[src/rtl/bcd_entry_reg.sv]
// ---------------------------------------------------------------------------
// bcd_entry_reg
//
// Keypad-driven BCD number entry register. Each key press (rising edge of
// keystrobe, seen once per press no matter how long it is held) performs one
// action: digit entry, backspace, clear, Enter (latch operand) or sign toggle.
//
// Parameters
//   NDIGITS      number of BCD digits held (2..8)
//   CLR_ON_ENTER 1 = live entry clears when Enter latches the operand
//
// Ports
//   clock        system clock, all state changes on its rising edge
//   resetn       asynchronous active-low reset
//   keycode      key code from the keypad scanner, valid while keystrobe=1
//   keystrobe    high while a key is held
//   bcd_out      live entry digits, digit 0 at bits [3:0]
//   blank        per-digit leading-zero blank mask (1 = blank the digit)
//   neg          sign of the live entry (1 = negative)
//   digit_count  number of digits entered, 0..NDIGITS
//   overflow     sticky: a digit was rejected because the entry was full
//   value_out    operand latched on Enter
//   value_neg    sign latched on Enter
//   entry_valid  one-cycle pulse when value_out/value_neg were updated
// ---------------------------------------------------------------------------
module bcd_entry_reg #(
    parameter int NDIGITS      = 3,
    parameter bit CLR_ON_ENTER = 1'b1
) (
    input  logic                 clock,
    input  logic                 resetn,
    input  logic [3:0]           keycode,
    input  logic                 keystrobe,
    output logic [4*NDIGITS-1:0] bcd_out,
    output logic [NDIGITS-1:0]   blank,
    output logic                 neg,
    output logic [3:0]           digit_count,
    output logic                 overflow,
    output logic [4*NDIGITS-1:0] value_out,
    output logic                 value_neg,
    output logic                 entry_valid
);

    typedef enum logic {
        WAIT_PRESS,
        WAIT_RELEASE
    } state_t;

    localparam logic [3:0] MAX_COUNT = 4'(NDIGITS);

    state_t               state;
    state_t               state_next;
    logic                 strobe_q;
    logic                 key_event;

    logic [4*NDIGITS-1:0] digits_q;
    logic [3:0]           count_q;
    logic                 neg_q;
    logic                 overflow_q;
    logic [4*NDIGITS-1:0] value_q;
    logic                 value_neg_q;
    logic                 entry_valid_q;

    // Press tracking: state register plus the registered copy of keystrobe
    // used to find its rising edge.
    always_ff @(posedge clock or negedge resetn) begin
        if (!resetn) begin
            state    <= WAIT_PRESS;
            strobe_q <= 1'b0;
        end else begin
            state    <= state_next;
            strobe_q <= keystrobe;
        end
    end

    // A key event is only accepted while waiting for a press, so a held key
    // produces exactly one action and keycode changes while held are ignored.
    always_comb begin
        state_next = state;
        key_event  = 1'b0;
        case (state)
            WAIT_PRESS: begin
                if (keystrobe && !strobe_q) begin
                    key_event  = 1'b1;
                    state_next = WAIT_RELEASE;
                end
            end
            WAIT_RELEASE: begin
                if (!keystrobe) begin
                    state_next = WAIT_PRESS;
                end
            end
            default: state_next = WAIT_PRESS;
        endcase
    end

    // Entry datapath: the key action is committed at the event edge itself.
    always_ff @(posedge clock or negedge resetn) begin
        if (!resetn) begin
            digits_q      <= '0;
            count_q       <= 4'd0;
            neg_q         <= 1'b0;
            overflow_q    <= 1'b0;
            value_q       <= '0;
            value_neg_q   <= 1'b0;
            entry_valid_q <= 1'b0;
        end else begin
            entry_valid_q <= 1'b0;
            if (key_event) begin
                case (keycode)
                    4'hA: begin
                        digits_q   <= {4'd0, digits_q[4*NDIGITS-1:4]};
                        if (count_q != 4'd0) begin
                            count_q <= count_q - 4'd1;
                        end
                        // The sign has no meaning once the entry is empty.
                        if (count_q <= 4'd1) begin
                            neg_q <= 1'b0;
                        end
                        overflow_q <= 1'b0;
                    end
                    4'hB: begin
                        digits_q   <= '0;
                        count_q    <= 4'd0;
                        neg_q      <= 1'b0;
                        overflow_q <= 1'b0;
                    end
                    4'hC: begin
                        value_q       <= digits_q;
                        value_neg_q   <= neg_q;
                        entry_valid_q <= 1'b1;
                        overflow_q    <= 1'b0;
                        if (CLR_ON_ENTER) begin
                            digits_q <= '0;
                            count_q  <= 4'd0;
                            neg_q    <= 1'b0;
                        end
                    end
                    4'hD: begin
                        if (count_q != 4'd0) begin
                            neg_q <= ~neg_q;
                        end
                    end
                    4'hE, 4'hF: begin
                    end
                    default: begin
                        // Digits 0..9. A leading zero is never stored.
                        if (count_q == MAX_COUNT) begin
                            overflow_q <= 1'b1;
                        end else if (!(count_q == 4'd0 && keycode == 4'd0)) begin
                            digits_q <= {digits_q[4*NDIGITS-5:0], keycode};
                            count_q  <= count_q + 4'd1;
                        end
                    end
                endcase
            end
        end
    end

    // Digits above the entered count are blanked; digit 0 always shows so an
    // empty entry reads as a single "0".
    always_comb begin
        blank = '0;
        for (int i = 1; i < NDIGITS; i++) begin
            blank[i] = (4'(i) >= count_q);
        end
    end

    assign bcd_out     = digits_q;
    assign neg         = neg_q;
    assign digit_count = count_q;
    assign overflow    = overflow_q;
    assign value_out   = value_q;
    assign value_neg   = value_neg_q;
    assign entry_valid = entry_valid_q;

endmodule

[config.mk]
export PLATFORM = sky130hd
export DESIGN_NAME = bcd_entry_reg
export DESIGN_NICKNAME = d
export VERILOG_FILES = /design/src/rtl/bcd_entry_reg.sv
export SDC_FILE = /design/constraint.sdc
export NUM_CORES = 1
export LEC_CHECK = 0
export ABC_AREA = 1
export BUFFER_PORTS_ARGS = -buffer_cell sky130_fd_sc_hd__buf_4
export CAP_MARGIN = 10
export CORE_UTILIZATION = 40
export DETAILED_ROUTE_END_ITERATION = 12
export PLACE_DENSITY = 0.6
export SLEW_MARGIN = 5
export SYNTH_ARGS = -nofsm -noshare
export SYNTH_HDL_FRONTEND = slang
export SYNTH_SLANG_ARGS = --single-unit
[constraint.sdc]
create_clock -name clock -period 2.5 [get_ports clock]
set_input_delay 0.125 -clock clock [delete_from_list [all_inputs] [get_ports clock]]
set_output_delay 0.125 -clock clock [all_outputs]
set_load 0.005 [all_outputs]
* Word level (Yosys, flattened, before mapping)
Index checks and enable logic that the tools add are counted.
** Cells by class
- $lt $le $gt $ge :: 3
- $add $sub $neg :: 2
- Equal/unequal tests :: 12
- Mux-type cells :: 18
- Reduce and logical (&&, ||, !) cells :: 16
- Bitwise logic cells :: 3
** Operator list (number)
- $pmux W12 S3 :: 1
- $eq A4 B4 Y1 const B :: 6
- $mux W12 :: 2
- $mux W4 :: 3
- $pmux W4 S3 :: 1
- $logic_not A4 Y1 :: 2
- $mux W1 :: 8
- $reduce_and A4 Y1 :: 2
- $ne A2 B2 Y1 const B :: 3
- $ne A3 B2 Y1 const B :: 2
- $reduce_or A3 Y1 :: 2
- $reduce_and A5 Y1 :: 1
- $add A4 B1 Y4 const B :: 1
- $eq A4 B2 Y1 const B :: 1
- $ge A1 B4 Y1 const A :: 1
- $ge A2 B4 Y1 const A :: 1
- $le A4 B1 Y1 const B :: 1
- $pmux W1 S2 :: 2
- $reduce_bool A4 Y1 :: 1
- $sub A4 B1 Y4 const B :: 1
- $not A1 Y1 :: 3
- $pmux W1 S3 :: 1
- $reduce_and A3 Y1 :: 1
- $reduce_bool A3 Y1 :: 1
- 5 further kinds :: 6
** Storage, ports and cells
- Output and inout port bits :: 35
- Register bits :: 34
- Bits of input ports :: 7

* Logic depth before layout (Yosys ltp)
Gate-level depths: netlist of the first run.
- Depth after elaboration :: 5
- Mapped depth :: 10
- Mapped depth without buffers :: 10

* Worst setup path after synthesis of the first run
OpenSTA, ideal clock, no wires.
- Path kind :: reg2reg
- Start :: register count_q[0] (netlist: digit_count[0])
- End :: register digits_q[6] (netlist: bcd_out[6])
- Stages on the path, launching flop included :: 11
- Setup time :: 121 ps
- Path buffers :: 1
- Setup slack :: 990 ps
- Data arrival time :: 1388 ps
- Clock period less this slack :: 1510 ps
- Cells stage by stage :: dfrtp_1 > inv_1 > ha_1 > inv_1 > nor2_2 > nand2_1 > nand3_2 > nand2_4 > buf_6 > nand2_1 > o21ai_1
** Between the ends
- Longest elaborated chain between the ends :: 4
- Elaborated cells on any way between the ends :: 6
- Classes of those cells :: 3 x eq/ne; 3 x reduce/logical
** Ends and longest elaborated chain
- start, declared :: RTL line 57 : logic [3:0] count_q;
- start signal, assigned :: RTL line 114 : count_q <= count_q - 4'd1;
- start signal, assigned :: RTL line 152 : count_q <= count_q + 4'd1;
- $logic_not A4 Y1 :: RTL line 150 : end else if (!(count_q == 4'd0 && keycode == 4'd0)) begin
- $logic_and A1 B1 Y1 :: RTL line 150
- $ne A3 B2 Y1 (no line)
- $reduce_and A4 Y1 (no line) (*)
- end signal, assigned :: RTL line 112 : digits_q <= {4'd0, digits_q[4*NDIGITS-1:4]};
- end signal, assigned :: RTL line 151 : digits_q <= {digits_q[4*NDIGITS-5:0], keycode};
- end, declared :: RTL line 56 : logic [4*NDIGITS-1:0] digits_q;
Every way passes the cells marked *; elsewhere a longest branch is shown, timed or not.
A chain may end at the register's enable or synchronous reset.

* Worst setup path after layout of the first run
- Start :: register count_q[0] (netlist: digit_count[0])
- End :: register count_q[2] (netlist: digit_count[2])
** Between the ends
- Longest elaborated chain between the ends :: 4
- Elaborated cells on any way between the ends :: 14
- Classes of those cells :: 2 x add/sub; 4 x eq/ne; 4 x mux; 4 x reduce/logical
** Ends and longest elaborated chain (RTL line)
- $add A4 B1 Y4 or $logic_not A4 Y1 (tied branches) :: 152, 150
- $mux W4 or $logic_and A1 B1 Y1 (tied branches) :: 150
- $mux W4 or $ne A3 B2 Y1 (tied branches)
- $pmux W4 S3 or $reduce_and A5 Y1 (tied branches)
Several ways; a longest one is shown, not always the timed one. The select of a mux whose other input is x is not followed.

==> results of run 1 <==
[final cells by class]
type                            instances  area, um2
Timing Repair Buffer                   42      320.3
Tap cell                               50      62.56
Multi-Input combinational cell        137      681.9
Clock buffer                            7      86.33
Clock inverter                          1      5.005
Sequential cell                        34      850.8
Fill cell                             402       1931
Inverter                               32      120.1
[metal layers]
metal  part of all wire [%]  track usage, %  vias up  routed length [um]
met4                   0.96           7.979        0                  34
met1                     47           22.99      654                1675
met2                     45           27.25       43                1603
li1                       -               -      751                   -
met3                    6.2           5.236        5                 219
met5                      0               0        -                   0
[Yosys cell counts, drive strengths merged]
| cell | count | area [um2] |
|---|---|---|
| xnor2 | 1 | 8.760 |
| a21oi | 3 | 15.01 |
| nand3 | 16 | 90.09 |
| dfrtp | 34 | 850.8 |
| o22ai | 8 | 50.05 |
| conb | 1 | 3.750 |
| inv | 32 | 120.1 |
| mux2i | 1 | 10.01 |
| o21ai | 23 | 115.1 |
| nand4 | 3 | 18.77 |
| nand2 | 65 | 256.5 |
| nor3 | 2 | 10.01 |
| nor2 | 9 | 41.29 |
| ha | 5 | 62.56 |
| buf | 7 | 56.30 |
[tightest hold or removal path, stage by stage]
cell and delay [ps]:
buf_4 100, nor2_1 50, nand2_1 90, nor2_2 50
[worst max-delay path by stage]
stage / from / end / slack, ps / depth (start not counted)
4_1_cts: digit_count[0] / digit_count[3] / 710 / 10
3_3_place_gp: digit_count[0] / digit_count[2] / 760 / 10
5_1_grt: digit_count[0] / digit_count[1] / 540 / 10
2_1_floorplan: digit_count[0] / bcd_out[6] / 990 / 10
3_5_place_dp: digit_count[0] / digit_count[2] / 720 / 10
6_report: digit_count[0] / digit_count[2] / 720 / 10
[metrics by stage]
stage	worst slack (ps)	utilization (%)	hold slack, ps	cell area, um2	instances
6_report	720.5	52.42	167.6	2127	303
5_1_grt	543.1	52.42	184.4	2127	303
4_1_cts	712.3	52.42	157.5	2127	303
3_5_place_dp	720.8	49.68	103.7	2016	293
3_3_place_gp	757.9	49.68	96.60	2016	293
2_1_floorplan	990.4	-	-170.6	1709	210
[sequential cells by signal (all words and copies together), names as in the netlist]
register,count
digit_count,4
neg,1
value_neg,1
entry_valid,1
strobe_q,1
bcd_out,12
value_out,12
overflow,1
state,1
[cells by family (layout without fill, tap and decap cells)]
family          Yosys count  in the layout  share of synthesized area (%)
simple gates             95             95                          24.38
buf+inv                  39             82                          10.32
compound gates           34             34                          10.54
flops                    34             34                          49.78
fa+ha+maj                 5              5                          3.660
other cells               1              1                         0.2194
xor+xnor                  1              1                         0.5125
mux                       1              1                         0.5857
[repair_timing]
action / in CTS / in global routing
buffers inserted: 0 / 0
hold endpoints to repair: 35 / 0
resized for setup: 0 / 0
hold buffers: 2 / 0
endpoints found under the setup margin: 0 / 0
[power by group through the flow]
stage	Clock (W)	Combinational (W)	Sequential, W
global route	0.000448	0.00101	0.000922
global placement	0	0.000876	0.000908
CTS	0.000425	0.000889	0.000900
floorplan	0	0.000477	0.000886
detailed placement	0	0.000883	0.000907
finish	0.000409	0.000880	0.000899
[cell usage in the layout (no fill, tap or decap)]
cell            n
buf_4          40
xnor2_1         1
nand2_2         2
inv_1          30
dfrtp_1        34
clkbuf_8        6
mux2i_1         1
nand3_2         2
dlygate4sd3_1   2
nand3_1        14
nor2_1          6
clkbuf_1        1
clkinv_2        1
nand4_1         3
nand2_4         1
inv_2           2
ha_1            5
nand2_1        62
o21ai_0         3
o21ai_1        20
conb_1          1
nor2_2          3
nor3_1          2
a21oi_1         3
o22ai_1         8
==> impl_metrics.tcl, run 1 <==
set metrics [dict create \
    min_delay_path_depth 4 \
    initial_core_util_pct 42.12 \
    power_w 0.002188 \
    critPathKind "reg2reg" \
    reg2reg_to "digit_count[2]" \
    h-tree-depth 2 \
    grt_pass1_vias 1277 \
    detail_route.wl_per_cell_um 11.66 \
    drv_cap 0 \
    clock_latency_ps 280 \
    power_density_mw_per_mm2 1029 \
    slew_viol_final 0 \
    port_buffers 40 \
    clockBufferDepth 2 \
    die-width_um 67.37 \
    drcViolationCount 0 \
    synth_fp_nets 222 \
    internal_power_w 0.001397 \
    netSwitchingFraction_pct 36.14 \
    yosysWarningCount 0 \
    placementRows 23 \
    cts_buffers 5 \
    period_minus_slack_ps 1780 \
    ff2ff_path_depth 10 \
    grt_max_degree 35 \
    cp.arrival_ps 1950 \
    dp_hpwl_mm 2.497 \
    rsz0062_at_grt "no" \
    cpMaxStageDelayCell "dfrtp_1" \
    pwr-share-seq_pct 41.1 \
    p_clk_share_pct 18.7 \
    grt_pass1_wl_mm 5.809 \
    worstPathMaxFanout 26 \
    wl_mm 3.532 \
    synth_area_mm2 0.001709 \
    drtIter0Drc 51 \
    regToRegSetupSlack_ps 720 \
    fmax_mhz 561.9 \
    io_pins 42 \
    via_per_inst 4.795 \
    skew_ps 3.863 \
    cp.required_ps 2670 \
    vdd_drop_max_v 0.0004518 \
    dr.pass1.iters 4 \
    globalplace.congestion 0.7966 \
    cts_tree "built" \
    ys_seq_elements 34 \
    core_region_area_mm2 0.004058 \
    grt_overflow 0 \
    final_antenna_net_count 0 \
    clkTransAtPathRegs_ps 70 \
    die_area_mm2 0.004538 \
    fin_nets 264 \
    drive_above_1_share_pct 22.53 \
    status "finished clean" \
    avgSynthCellArea_um2 8.139 \
    cpLargestDelayFamily "simple AND/OR/NAND/NOR gates" \
    area_growth_pct 24.45 \
    grt_usage_pct 17.75 \
    reg2reg_from "digit_count[0]" \
    worst_setup_path_start_kind "register" \
    slowest_delay_ps 500 \
    tns_ps 0 \
    syn_inst 210 \
    ys_seq_area_share_pct 49.78 \
    root_buffer "clkbuf_8" \
    diodes 0 \
    combPwrFrac_pct 40.2 \
    fp.dieH_um 67.37 \
    vias 1453 \
    worstHoldStart "keycode[0]" \
    setup_violations 0 \
    cp_num_buf_inv 2 \
    grt_antenna_before_repair 0 \
    cp-end-kind "register" \
    cp_common_cell "nand2_1" \
    leakagePower_nw 1.124 \
    hp-class "in2reg" \
    cts.sinks 34 \
    hold_viol 0 \
    path_cells "inv_1 > ha_1 > inv_1 > nor2_2 > nand2_1 > nand3_2 > nand2_4 > nand2_1 > nand2_1 > nand2_1" \
    min_period_over_period_pct 71.18 \
    synth_cell_types 23 \
    hold_end "entry_valid" \
    switchingPower_w 0.0007908 \
]
Power figures use the tool's default switching activity.
==> run 2: changes to the inputs <==
--- a/config.mk
+++ b/config.mk
@@ -10,7 +10,7 @@
 export CAP_MARGIN = 10
 export CORE_UTILIZATION = 40
 export DETAILED_ROUTE_END_ITERATION = 12
-export PLACE_DENSITY = 0.6
+export PLACE_DENSITY = 0.62
 export SLEW_MARGIN = 5
 export SYNTH_ARGS = -nofsm -noshare
 export SYNTH_HDL_FRONTEND = slang
==> constraint.sdc (replaced) <==
create_clock -name clock -period 1.55 [get_ports clock]
set_input_delay 0.0775 -clock clock [delete_from_list [all_inputs] [get_ports clock]]
set_output_delay 0.0775 -clock clock [all_outputs]
set_load 0.005 [all_outputs]
==> run 2 against run 1 <==
Clock power is 98% higher. Final area is 8.5% higher. Combinational power is 100% higher. Global-route usage up 1.6 points. Sequential share of layout area is 3.1 points lower. Total power increased by 83%. Worst hold slack worse by 39 ps. Non-clock buffer count is 12 higher. Routed wire length increased by 11%. Critical path depth stayed put. Count of clock-buffer cells in the layout down 2. Largest power group is now combinational cells.
==> impl_metrics.tcl, run 2 (synthesis results as in run 1) <==
set metrics [dict create \
    critPathLaunch "digit_count[0]" \
    clockBufferDepth 2 \
    netSwitchingFraction_pct 35.25 \
    clock_latency_ps 290 \
    switchingPower_w 0.001414 \
    worstPathMaxFanout 6 \
    reg2reg_from "digit_count[0]" \
    leakagePower_nw 1.212 \
    fp.dieH_um 67.37 \
    skew_ps 9.472 \
    drtIter0Drc 70 \
    dr.pass1.iters 4 \
    combPwrFrac_pct 45.0 \
    grt_antenna_before_repair 0 \
    grt_pass1_vias 1420 \
    p_clk_share_pct 20.2 \
    root_buffer "clkbuf_8" \
    diodes 0 \
    dp_hpwl_mm 2.714 \
    slew_viol_final 0 \
    detail_route.wl_per_cell_um 12.37 \
    critPathKind "reg2reg" \
    hp-class "in2reg" \
    clkTransAtPathRegs_ps 80 \
    grt_max_degree 35 \
    cp-end-kind "register" \
    internal_power_w 0.002597 \
    cts_buffers 5 \
    cp.arrival_ps 1690 \
    fmax_mhz 666.6 \
    min_period_over_period_pct 96.78 \
    initial_core_util_pct 42.12 \
    grt_overflow 0 \
    die_area_mm2 0.004538 \
    final_common_cell "nand2_1" \
    area_growth_pct 34.99 \
    power_density_mw_per_mm2 1738 \
    drcViolationCount 0 \
    placementRows 23 \
    grt_usage_pct 19.35 \
    final_antenna_net_count 0 \
    worst_setup_path_start_kind "register" \
    globalplace.congestion 0.8519 \
    pwr-share-seq_pct 34.8 \
    setup_violations 0 \
    cts.sinks 34 \
    via_per_inst 4.816 \
    drv_cap 0 \
    status "finished clean" \
    port_buffers 40 \
    die-width_um 67.37 \
    h-tree-depth 2 \
    fin_nets 277 \
    wl_mm 3.908 \
    multi_input_area_um2 716.9 \
    hold_viol 0 \
    core_region_area_mm2 0.004058 \
    tns_ps 0 \
    nFillCells 371 \
    worstHoldStart "keycode[0]" \
    cts_tree "built" \
    cp.required_ps 1740 \
    area.sequential_um2 850.8 \
    final_cell_mix "60 x nand2_1, 48 x buf_4, 34 x dfrtp_1" \
    grt_pass1_wl_mm 6.417 \
    vias 1522 \
    vdd_drop_max_v 0.001070 \
    period_minus_slack_ps 1500 \
    io_pins 42 \
    power_w 0.004011 \
    drive_above_1_share_pct 29.70 \
]
[run 2: cell count changes in the layout (fill, tap and decap cells not counted), sizes merged]
cell / change
bufinv: +1
nand2: +1
clkinv: +1
clkbuf: -1
buf: +11
[run 2: critical path, stage by stage, from the launching register on]
cell and delay (ps):
dfrtp_1 440, inv_2 100, ha_4 140, inv_2 40
nor2_2 90, nand2_1 70, nand3_2 100, nand2_2 120
clkbuf_16 180, nand3_1 60, nand2_1 50
[run 2: final timing paths]
check,end,slack (ps),cells after the start
worst max-delay path,digit_count[3],50,10
worst min-delay path,entry_valid,130,4
worst max register to register,digit_count[3],50,10
worst min register to register,value_neg,470,2
max in group asynchronous,bcd_out[7],960,2
min in group asynchronous,digit_count[1],280,2
[run 2: layout make-up]
cell class	instances	share of cell area [%]
multi-input combinational	138	31.07
clock inverter	3	1.735
sequential	34	36.88
timing repair buffer	54	19.41
tap	50	2.712
clock buffer	5	2.983
inverter	32	5.206
[run 2: power groups by stage]
| stage | logic, W | registers (W) | clock network (W) |
|---|---|---|---|
| after detailed placement | 0.00165 | 0.00140 | 0 |
| after CTS | 0.00167 | 0.00139 | 0.000833 |
| final | 0.00180 | 0.00140 | 0.000811 |
| after floorplan | 0.000770 | 0.00143 | 0 |
| after global routing | 0.00205 | 0.00144 | 0.000865 |
| after global placement | 0.00163 | 0.00140 | 0 |
[run 2: stage by stage]
step / cell area (um2) / std cells / hold slack [ps] / utilization (%) / setup slack (ps)
floorplan: 1709 / 210 / -218.1 / - / 40.45
global placement: 2096 / 302 / 50.07 / 51.65 / 18.37
detailed placement: 2096 / 302 / 55.33 / 51.65 / 30.78
CTS: 2227 / 312 / 121.1 / 54.89 / 4.171
global route: 2307 / 316 / 167.3 / 56.86 / -52.88
finish: 2307 / 316 / 129.0 / 56.86 / 49.83
[run 2: what timing repair did]
item	4_1_cts	5_1_grt
pin swaps	0	5
hold buffers	2	0
endpoints found under the setup margin	1	14
buffers inserted	0	2
resized for setup	2	10
cloned	0	2
endpoints found under the hold margin	35	0
[run 2: per-layer routing]
layer	GRT usage [%]	routed length, um
met5	0	0
met4	7.181	73
met3	4.561	175
met2	29.50	1698
met1	26.54	1960
==> run 3: changes to the inputs <==
--- a/config.mk
+++ b/config.mk
@@ -10,7 +10,7 @@
 export CAP_MARGIN = 10
 export CORE_UTILIZATION = 40
 export DETAILED_ROUTE_END_ITERATION = 12
-export PLACE_DENSITY = 0.62
+export PLACE_DENSITY = 0.6
 export SLEW_MARGIN = 5
 export SYNTH_ARGS = -nofsm -noshare
 export SYNTH_HDL_FRONTEND = slang
==> constraint.sdc (replaced) <==
create_clock -name clock -period 1.83 [get_ports clock]
set_input_delay 0.0915 -clock clock [delete_from_list [all_inputs] [get_ports clock]]
set_output_delay 0.0915 -clock clock [all_outputs]
set_load 0.005 [all_outputs]
==> run 3 against run 2 <==
First-iteration DRC count increased by 29%. Global-route usage shrank 0.67 points. Total power fell by 17%. Worst hold slack improved by 5.6 ps. Final cell count down 2.8%. Non-clock buffer count down 8.
==> impl_metrics.tcl, run 3 (synthesis results as in run 1) <==
set metrics [dict create \
    slew_viol_final 0 \
    root_buffer "clkbuf_8" \
    clockBufferDepth 2 \
    cp.arrival_ps 1760 \
    vdd_drop_max_v 0.0006851 \
    vias 1483 \
    cp.required_ps 2010 \
    core_region_area_mm2 0.004058 \
    path_cells "buf_4 > ha_1 > nand2_1 > nand3_2 > nand2_4 > nand2_1 > nand2_1 > nand2_1" \
    io_pins 42 \
    grt_usage_pct 18.69 \
    postCtsResizedCells 0 \
    grt_pass1_wl_mm 6.203 \
    cp_common_cell "nand2_1" \
    die-width_um 67.37 \
    final_cell_mix "62 x nand2_1, 44 x buf_4, 34 x dfrtp_1" \
    grt_pass1_vias 1381 \
    globalplace.congestion 0.8170 \
    cts_buffers 5 \
    die_area_mm2 0.004538 \
    slowest_delay_ps 380 \
    regToRegSetupSlack_ps 250 \
    placementRows 23 \
    multi_input_area_um2 681.9 \
    drive_above_1_share_pct 24.12 \
    ff2ff_path_depth 8 \
    grt_overflow 0 \
    clock_latency_ps 290 \
    via_per_inst 4.831 \
    period_minus_slack_ps 1577 \
    wl_mm 3.680 \
    clkTransAtPathRegs_ps 70 \
    drcViolationCount 0 \
    drtIter0Drc 90 \
    cpMaxStageDelayCell "dfrtp_1" \
    fin_nets 268 \
    cp-end-kind "register" \
    leakagePower_nw 1.164 \
    dp_hpwl_mm 2.668 \
    critPathLaunch "digit_count[0]" \
    grt_antenna_before_repair 0 \
    h-tree-depth 2 \
    reg2reg_from "digit_count[0]" \
    detail_route.wl_per_cell_um 11.99 \
    initial_core_util_pct 42.12 \
    area.sequential_um2 850.8 \
    cts_tree "built" \
    hp-class "in2reg" \
    final_common_cell "nand2_1" \
    final_antenna_net_count 0 \
    drv_cap 0 \
    worstSetupEndpoint "digit_count[3]" \
    dr.pass1.iters 4 \
    reg2reg_to "digit_count[3]" \
    worstPathMaxFanout 26 \
    tns_ps 0 \
    skew_ps 6.456 \
    min_period_over_period_pct 86.20 \
    fmax_mhz 634.0 \
    power_density_mw_per_mm2 1506 \
    critPathKind "reg2reg" \
    nFillCells 394 \
    setup_violations 0 \
    hold_viol 0 \
    worst_setup_path_start_kind "register" \
    port_buffers 40 \
    cts.sinks 34 \
    fp.dieH_um 67.37 \
    grt_max_degree 35 \
    diodes 0 \
    area_growth_pct 28.92 \
    finalHoldWorstSlack_ps 134.6 \
    status "finished clean" \
    rsz0062_at_grt "no" \
]
## run 3: cell types whose count changed in the layout (fill, tap and decap cells not counted), moves of 2 or more
cell / change
buf_4: -4
inv_2: -2
nand2_2: -3
nand2_1: +2
clkinv_2: -2
ha_1: +2
inv_1: +2
buf_6: -2
## run 3: metal layers
| layer | routed length (um) | part of all wire [%] | GRT usage [%] |
|---|---|---|---|
| met5 | 0 | 0 | 0 |
| met4 | 18 | 0.49 | 7.447 |
| met3 | 200 | 5.4 | 5.405 |
| met2 | 1661 | 45 | 30.00 |
| met1 | 1799 | 49 | 23.51 |
## run 3: repair_timing
item	CTS	global route
setup buffers	0	0
hold buffers	2	0
hold endpoints to repair	35	0
## run 3: final cells by class
type	instances	area share [%]
Inverter	32	5.451
Clock buffer	5	3.123
Multi-Input combinational cell	137	30.95
Tap cell	50	2.839
Clock inverter	3	3.123
Timing Repair Buffer	46	15.90
Sequential cell	34	38.61
## run 3: stage by stage
stage	area [um2]	util [%]	std cells	setup slack (ps)	total power [W]
global route	2203	54.30	307	73.12	0.003591
CTS	2203	54.30	307	231.9	0.003362
global placement	2046	50.42	297	264.9	0.002500
floorplan	1709	-	210	320.4	0.001863
detailed placement	2046	50.42	297	238.0	0.002517
finish	2203	54.30	307	252.6	0.003319
## run 3: critical path: cells and delay by family (launching register included)
kind | cells | cell delay (ps)
simple gates | 6 | 710
flops | 1 | 380
buf+inv | 1 | 160
fa+ha+maj | 1 | 220
## run 3: worst min path at each step
stage / start / endpoint / slack [ps] / cells after the start
after floorplan: resetn / bcd_out[0] / -200 / 0
after global placement: resetn / value_out[7] / 70 / 1
after detailed placement: resetn / value_out[11] / 70 / 1
after CTS: keycode[0] / entry_valid / 120 / 4
after global routing: keycode[0] / entry_valid / 150 / 4
final: keycode[0] / entry_valid / 130 / 4
## run 3: power breakdown
part,internal [W],switching [W],total (W)
logic,0.000651,0.000664,0.00131
clock network,0.000546,0.000285,0.000831
registers,0.000997,0.000177,0.00117
